[src/rtl/l2_wbuf_pkg.sv]
// l2_wbuf_pkg: shared types for the L2 victim write buffer (read forwarding gated by L2_WBUF_FWD_EN)
package l2_wbuf_pkg;
  localparam int L2_ADDR_W = 32;
  localparam int L2_LINE_W = 256;
  localparam int L2_OFFSET_W = 5;
  localparam int L2_LA_W = L2_ADDR_W - L2_OFFSET_W;
  typedef enum logic [1:0] {IDLE, ACK, DRAIN, FETCH} l2_wbuf_state_t;
  typedef struct packed {
    logic [L2_LA_W-1:0]   line_addr;
    logic [L2_LINE_W-1:0] data;
  } l2_wbuf_entry_t;
  function automatic logic [L2_LA_W-1:0] line_addr(input logic [L2_ADDR_W-1:0] addr);
    return addr[L2_ADDR_W-1:L2_OFFSET_W];
  endfunction
endpackage

[src/rtl/l2_wbuf_fifo.sv]
// l2_wbuf_fifo: circular line store with parallel line-address match and in-place merge
module l2_wbuf_fifo
  import l2_wbuf_pkg::*;
#(
  parameter int DEPTH = 4
) (
  input  logic                 clk,
  input  logic                 rst,
  input  logic                 push,
  input  logic                 merge,
  input  logic                 pop,
  input  logic [L2_LA_W-1:0]   lookup_line,
  input  logic [L2_LINE_W-1:0] wr_data,
  output logic                 hit,
  output logic [L2_LINE_W-1:0] hit_data,
  output l2_wbuf_entry_t       head,
  output logic                 full,
  output logic                 empty
);
  localparam int PW = $clog2(DEPTH);
  localparam int CW = $clog2(DEPTH + 1);
  l2_wbuf_entry_t mem_q [DEPTH];
  l2_wbuf_entry_t mem_d [DEPTH];
  logic [PW-1:0] head_q, head_d, tail_q, tail_d, hit_idx;
  logic [CW-1:0] count_q, count_d;
  logic [DEPTH-1:0] valid;
  function automatic logic [PW-1:0] nxt(input logic [PW-1:0] p);
    return (int'(p) == DEPTH - 1) ? '0 : p + 1'b1;
  endfunction
  for (genvar g = 0; g < DEPTH; g++) begin : g_valid
    assign valid[g] = ((g + DEPTH - int'(head_q)) % DEPTH) < int'(count_q);
  end
  // Writes merge, so at most one valid slot can match a line.
  always_comb begin
    hit = 1'b0;
    hit_idx = '0;
    for (int i = 0; i < DEPTH; i++)
      if (valid[i] && mem_q[i].line_addr == lookup_line) begin
        hit = 1'b1;
        hit_idx = PW'(i);
      end
  end
  assign hit_data = mem_q[hit_idx].data;
  assign head = mem_q[head_q];
  assign full = count_q == CW'(DEPTH);
  assign empty = count_q == '0;
  always_comb begin
    mem_d = mem_q;
    if (merge) mem_d[hit_idx].data = wr_data;
    else if (push) mem_d[tail_q] = '{line_addr: lookup_line, data: wr_data};
    head_d = pop ? nxt(head_q) : head_q;
    tail_d = push ? nxt(tail_q) : tail_q;
    count_d = count_q + CW'(push) - CW'(pop);
  end
  always_ff @(posedge clk) begin
    if (rst) begin
      head_q <= '0;
      tail_q <= '0;
      count_q <= '0;
    end else begin
      head_q <= head_d;
      tail_q <= tail_d;
      count_q <= count_d;
    end
  end
  always_ff @(posedge clk) mem_q <= mem_d;
endmodule

[src/rtl/l2_writeback_buffer.sv]
// l2_writeback_buffer: L2 victim write buffer FSM; define L2_WBUF_FWD_EN to forward buffered lines to reads
module l2_writeback_buffer
  import l2_wbuf_pkg::*;
#(
  parameter int DEPTH    = 4,
  parameter int ADDR_W   = L2_ADDR_W,
  parameter int LINE_W   = L2_LINE_W,
  parameter int OFFSET_W = L2_OFFSET_W
) (
  input  logic              clk,
  input  logic              rst,
  input  logic              l2_read,
  input  logic              l2_write,
  input  logic [ADDR_W-1:0] l2_address,
  input  logic [LINE_W-1:0] l2_wdata,
  output logic [LINE_W-1:0] l2_rdata,
  output logic              l2_resp,
  output logic              pmem_read,
  output logic              pmem_write,
  output logic [ADDR_W-1:0] pmem_address,
  output logic [LINE_W-1:0] pmem_wdata,
  input  logic [LINE_W-1:0] pmem_rdata,
  input  logic              pmem_resp
);
  l2_wbuf_state_t state_q, state_d;
  logic [LINE_W-1:0] rdata_q, rdata_d, load_data;
  logic push, merge, pop, load, hit, full, empty;
  logic [LINE_W-1:0] hit_data;
  l2_wbuf_entry_t head;
  l2_wbuf_fifo #(.DEPTH(DEPTH)) u_fifo (
    .clk         (clk),
    .rst         (rst),
    .push        (push),
    .merge       (merge),
    .pop         (pop),
    .lookup_line (line_addr(l2_address)),
    .wr_data     (l2_wdata),
    .hit         (hit),
    .hit_data    (hit_data),
    .head        (head),
    .full        (full),
    .empty       (empty)
  );
  assign load_data = (state_q == FETCH) ? pmem_rdata : hit_data;
  always_comb begin
    state_d = state_q;
    push = 1'b0;
    merge = 1'b0;
    pop = 1'b0;
    load = 1'b0;
    case (state_q)
      IDLE:
        if (l2_write) begin
          merge = hit;
          push = !hit && !full;
          state_d = (hit || !full) ? ACK : DRAIN;
        end else if (l2_read) begin
`ifdef L2_WBUF_FWD_EN
          load = hit;
          state_d = hit ? ACK : FETCH;
`else
          state_d = hit ? DRAIN : FETCH;
`endif
        end else if (!empty) state_d = DRAIN;
      ACK: state_d = IDLE;
      DRAIN: begin
        pop = pmem_resp;
        state_d = pmem_resp ? IDLE : DRAIN;
      end
      FETCH: begin
        load = pmem_resp;
        state_d = pmem_resp ? ACK : FETCH;
      end
      default: state_d = IDLE;
    endcase
    rdata_d = load ? load_data : rdata_q;
  end
  always_ff @(posedge clk) begin
    if (rst) begin
      state_q <= IDLE;
      rdata_q <= '0;
    end else begin
      state_q <= state_d;
      rdata_q <= rdata_d;
    end
  end
  assign l2_rdata = rdata_q;
  assign l2_resp = state_q == ACK;
  assign pmem_write = state_q == DRAIN;
  assign pmem_read = state_q == FETCH;
  assign pmem_address = pmem_write ? {head.line_addr, {OFFSET_W{1'b0}}} : pmem_read ? l2_address : '0;
  assign pmem_wdata = pmem_write ? head.data : '0;
  assert property (@(posedge clk) disable iff (rst) !(l2_read && l2_write));
endmodule

[config.mk]
export PLATFORM = sky130hd
export DESIGN_NAME = l2_writeback_buffer
export DESIGN_NICKNAME = d
export VERILOG_FILES = /design/src/rtl/l2_wbuf_pkg.sv /design/src/rtl/l2_wbuf_fifo.sv /design/src/rtl/l2_writeback_buffer.sv
export SDC_FILE = /design/constraint.sdc
export NUM_CORES = 2
export LEC_CHECK = 0
export ABC_AREA = 0
export CORE_AREA = 4 4 421 423
export DETAILED_ROUTE_END_ITERATION = 8
export DIE_AREA = 0 0 425 427
export HOLD_SLACK_MARGIN = 0.03
export PLACE_DENSITY = 0.55
export SLEW_MARGIN = 20
export SYNTH_ARGS = -nofsm -noshare
export SYNTH_HDL_FRONTEND = slang
export SYNTH_SLANG_ARGS = --single-unit
export TNS_END_PERCENT = 20
[constraint.sdc]
create_clock -name clk -period 19.31 [get_ports clk]
set_clock_uncertainty 0.2 [all_clocks]
set_input_delay 3.862 -clock clk [delete_from_list [all_inputs] [get_ports clk]]
set_output_delay 3.862 -clock clk [all_outputs]
set_load 0.05 [all_outputs]
# Word level (Yosys, flattened, before mapping)
# Cells that the tools add are included.
dict set report classes {
  add_sub_neg 8
  multipliers 0
  div_mod_pow 0
  order_cmp 9
  n_eq_ne 11
  shifts 0
  muxes 41
  bitwise_logic 7
  reduce_logical 17
}
# cell count
set ops {}
lappend ops {{$bwmux 1132} 2}
lappend ops {{$mux 1132} 2}
lappend ops {{$mux 256} 5}
lappend ops {{$bmux 283 s2} 2}
lappend ops {{$demux 283 s2} 2}
lappend ops {{$mux 283} 3}
lappend ops {{$eq 27x27->1} 4}
lappend ops {{$mux 32} 2}
lappend ops {{$mux 2} 10}
lappend ops {{$lt 3x4->1} 4}
lappend ops {{$sub 3x2->4 const A} 4}
lappend ops {{$mux 1} 12}
lappend ops {{$ge 3x3->1 const B} 3}
lappend ops {{$not 2->3} 3}
lappend ops {{$pmux 2 s4} 1}
lappend ops {{$reduce_or 2->1} 4}
lappend ops {{$logic_and 1x1->1} 7}
lappend ops {{$eq 2x1->1 const B} 3}
lappend ops {{$lt 3x1->1 const B} 2}
lappend ops {{$add 2x1->2 const B} 2}
lappend ops {{$and 1x1->1} 4}
lappend ops {{$eq 2x2->1 const B} 2}
lappend ops {{$ne 4x4->1 const B} 1}
lappend ops {{$add 3x1->3} 1}
lappend ops {{other kinds (7)} 8}
dict set report word_totals {
  ff_bits 1397
  latch_bits 0
  ram_bits 0
  romBits 0
  in_bits 549
  out_inout_bits 547
  elab_cells 106
  memories 0
}

# Depth between registers and ports, before layout
dict set report depth {
  ltp_word 15
  mapped_depth 16
  ltp_nobuf 12
}

# Modules after synthesis
# A second synthesis with hierarchy kept.
dict set report unflattened {
  cells_unflattened 5645
  area_unflattened_um2 68862.3
}
# mod n_inst cells_per_inst area_each_um2 seq_area_each_um2
set modules_own_cells {}
lappend modules_own_cells {l2_wbuf_fifo 1 4161 57665.3 34132.7}
lappend modules_own_cells {l2_writeback_buffer 1 1484 11197.0 5165.0}

# Worst setup path after synthesis
# No wires, ideal clock.
dict set report synth_path {
  path_type {input -> register}
  start {in l2_address[28]}
  end {reg u_fifo.mem_q[566] in the netlist's numbering, enable pin}
  setup_ns 0.908
  arrival_time_ns 16.880
  required_ns 18.202
  setup_slack_ns 1.322
  stages 10
  path_buffers 3
  cell_sequence {buf_2 > xor2_1 > nor4_1 > nand4_1 > nor3_2 > nor4b_1 > a21oi_1 > buf_2 > buf_2 > nor2b_1}
}
dict set report synth_between {
  elab_chain_cells 11
  elab_cells_between_ends 19
  classes_between {4 x eq/ne; 8 x mux; 7 x reduce/logical}
}
# element line_no
set synth_rtl {}
lappend synth_rtl {{from (decl)} l2_writeback_buffer.sv:14} ;# input logic [ADDR_W-1:0] l2_address,
lappend synth_rtl {{$eq 27x27->1} l2_wbuf_fifo.sv:38} ;# if (valid[i] && mem_q[i].line_addr == lookup_line) begin
lappend synth_rtl {{$logic_and 1x1->1} l2_wbuf_fifo.sv:38}
lappend synth_rtl {{$mux 1 (3 in series)} l2_wbuf_fifo.sv:38}
lappend synth_rtl {{$mux 1 (*)} l2_wbuf_fifo.sv:38}
lappend synth_rtl {{$logic_not 1->1} l2_writeback_buffer.sv:55} ;# push = !hit && !full;
lappend synth_rtl {{$logic_and 1x1->1} l2_writeback_buffer.sv:55}
lappend synth_rtl {{$mux 1} l2_writeback_buffer.sv:53} ;# if (l2_write) begin
lappend synth_rtl {{$mux 1} l2_writeback_buffer.sv:51} ;# case (state_q)
lappend synth_rtl {{$reduce_bool 2->1 (no line) (*)} -}
lappend synth_rtl {{to (signal assigned)} l2_wbuf_fifo.sv:66} ;# always_ff @(posedge clk) mem_q <= mem_d;
lappend synth_rtl {{to (decl)} l2_wbuf_fifo.sv:22} ;# l2_wbuf_entry_t mem_q [DEPTH];
# Every way passes the cells marked *; elsewhere a longest branch is shown, timed or not.
# A chain may end at the register's enable or synchronous reset.

# Final worst setup path
dict set report layout_path {
  start {in l2_address[30]}
  end {out pmem_address[30]}
}
dict set report layout_between {
  elab_chain_cells 2
}
# element line_no
set layout_rtl {}
lappend layout_rtl {{$mux 32 (2 in series)} l2_writeback_buffer.sv:91} ;# assign pmem_address = pmem_write ? {head.line_addr, {OFFSET_W{1'b0}}} : pmem_read ? l2_address : '0;
lappend layout_rtl {{to (decl)} l2_writeback_buffer.sv:20} ;# output logic [ADDR_W-1:0] pmem_address,
# No other way between the ends.

==> flow_summary.toml <==
[status]
outcome = "complete, no violations"

[yosys]
synth-edff-count = 1132
yosys_register_bits = 1397
ys.flop_type = "edfxtp_1"
async_flop_share_pct = 0
synth_fp_nets = 5035
yosysSeqAreaShare_pct = 64.15
synth.distinct_cells = 36
yosys_warnings = 0
syn_inst = 4474
netlist_area_um2 = 61260
syn_avg_cell_area_um2 = 13.69

[timing]
worstMarginPinSlew_ns = 1.129
setup_viol = 0
fin_crit_ns = 9.909
hold_viol = 0
relSlewSlack_pct = 24.74
maxSlewViolCount = 0
grt_setup_unrepaired = "no"
fin_ws_ns = 9.401
fin_hold_ws_ns = 0.2513
fin_tns_setup_ns = 0
fmax_mhz = 100.9
finalCritPeriodShare_pct = 51.32

[power_and_ir_drop]
pwr-share-comb_pct = 24.5
switching_share_pct = 30.86
ir_drop_mv = 0.08824
p_int_uw = 6100
power_density_nw_per_um2 = 110.9
p_leak_uw = 0.02612
clkPwrFrac_pct = 33.2
seq_power_share_pct = 42.3
netSwitchingPower_uw = 2723

[placed_design]
place_worst_setup_slack_ns = 9.312
gp_congestion = 0.8969
port_buffers = 1095
dp_cells = 7613
dp_hpwl_um = 133900

[run]
drv_cap = 0

[cts]
clock-sinks = 1397
worstSkewPairLatency_ns = 0.80
cts_buffers = 159
tritoncts = "done"
postCtsHoldBufs = 0
clk_pin_slew_ns = 0.06
clk_path_buf_depth = 3
post_cts_buffers = 0
cts-htree-levels = 4
ctsRootBufferMaster = "clkbuf_16"
cts_resized = 0

[final_layout]
nFillCells = 15670
final_net_count = 6011
fin_cells = 7960
layout_common_cells = "edfxtp_1, clkdlybuf4s50_1, nor2b_1"
area_growth_pct = 29.85
final_common_cell = "edfxtp_1"
final_util_pct = 45.87
drive_gt1_share_pct = 10.50

[setup_path]
critPathRequiredTime_ns = 15.25
arrival_ns = 5.85
startpoint_type = "input pin"
path_class = "input pin to output pin"
endpoint_kind = "output pin"
cp_max_fo = 9

[routing]
initialDrtViolationCount = 2687
wl_per_cell_um = 25.73
antenna_left = 0
drc_errors = 0
viasPerCell = 4.896
drtPass1Iterations = 5
routed_wl_um = 204800
vias = 38970

[global_route]
gr-total-overflow = 0
grt_pass1_vias = 39780
track_usage_pct = 21.85
antenna_found_initial = 107
grt_pass1_wl_um = 289500
grt_max_degree = 164

[die]
die_y_um = 427
core-area_um2 = 173400
chipWidth_um = 425
row_count = 153
start_util_pct = 35.32
die-area_um2 = 181500
pin_count = 1096

[worst_hold_path]
hold_class = "flip-flop to flip-flop"
worst max-delay path: stages:
cell	delay, ns
clkdlybuf4s50_1	0.86
mux2i_1	0.16
nor2b_1	0.15
clkdlybuf4s50_1	0.81
registers in the layout, summed over array words and instances (netlist names):
name,cells
u_fifo.count_q,3
u_fifo.tail_q,2
u_fifo.mem_q,1132
l2_rdata,256
state_q,2
u_fifo.head_q,2
final timing paths:
| kind | start | endpoint | slack (ns) | cells after the start |
|---|---|---|---|---|
| worst min-delay path | l2_rdata[163] | l2_rdata[163] | 0.25 | 2 |
| worst max register to register | u_fifo.head_q[0] | u_fifo.mem_q[1002] | 12.47 | 12 |
| worst min register to register | l2_rdata[163] | l2_rdata[163] | 0.25 | 2 |
| worst max-delay path | l2_address[30] | pmem_address[30] | 9.40 | 4 |
synthesized netlist by cell type (25+ instances only):
master | number | share of area [%]
edfxtp_1 | 1132 | 55
nor2b_1 | 802 | 8.2
and2_1 | 628 | 6.4
nand2_1 | 520 | 3.2
mux4_2 | 283 | 10
a21oi_1 | 268 | 2.2
dfxtp_1 | 265 | 8.7
clkbuf_1 | 191 | 1.2
buf_2 | 106 | 0.87
xor2_1 | 102 | 1.5
buf_1 | 40 | 0.25
mux2i_1 | 28 | 0.46
nor4_1 | 25 | 0.26
metrics by stage:
stage               power, uW  instance area, um2
floorplan                5204               61260
global placement         5982               74310
detailed placement       6001               74350
CTS                      8953               79380
global route             9188               79520
finish                   8823               79550
routing by layer:
metal | wire [um] | track usage, % | up-vias
li1 | - | - | 17750
met2 | 106200 | 37.90 | 1158
met4 | 8411 | 10.57 | 10
met5 | 69 | 0 | -
met3 | 11920 | 5.026 | 377
met1 | 78210 | 25.55 | 19680
layout make-up:
type / instances / area (um2) / area share, %
flip-flops and latches: 1397 / 39310 / 49.41
multi-input cells: 2729 / 20620 / 25.92
repair buffers: 1152 / 11500 / 14.46
clock buffers: 207 / 4262 / 5.357
well taps: 2325 / 2909 / 3.657
clock inverters: 84 / 770.7 / 0.9688
diodes: 55 / 137.6 / 0.1730
inverters: 11 / 41.29 / 0.05190
power groups by stage:
stage,combinational [uW],clock (uW),sequential [uW]
2_1_floorplan,1320,0,3880
3_3_place_gp,2190,0,3790
3_5_place_dp,2200,0,3800
4_1_cts,2210,3010,3740
5_1_grt,2300,3130,3760
6_report,2160,2920,3740
logic make-up after synthesis:
group,count (synthesis),share of synthesized area (%)
multiplexers,312,10.88
buffers and inverters,348,2.349
flip-flops,1397,64.15
XOR/XNOR,110,1.573
AND/OR/NAND/NOR,2013,18.43
AO/OA/AOI/OAI,282,2.367
adder cells (fa/ha/maj),12,0.2573
(Power assumes the default switching activity.)
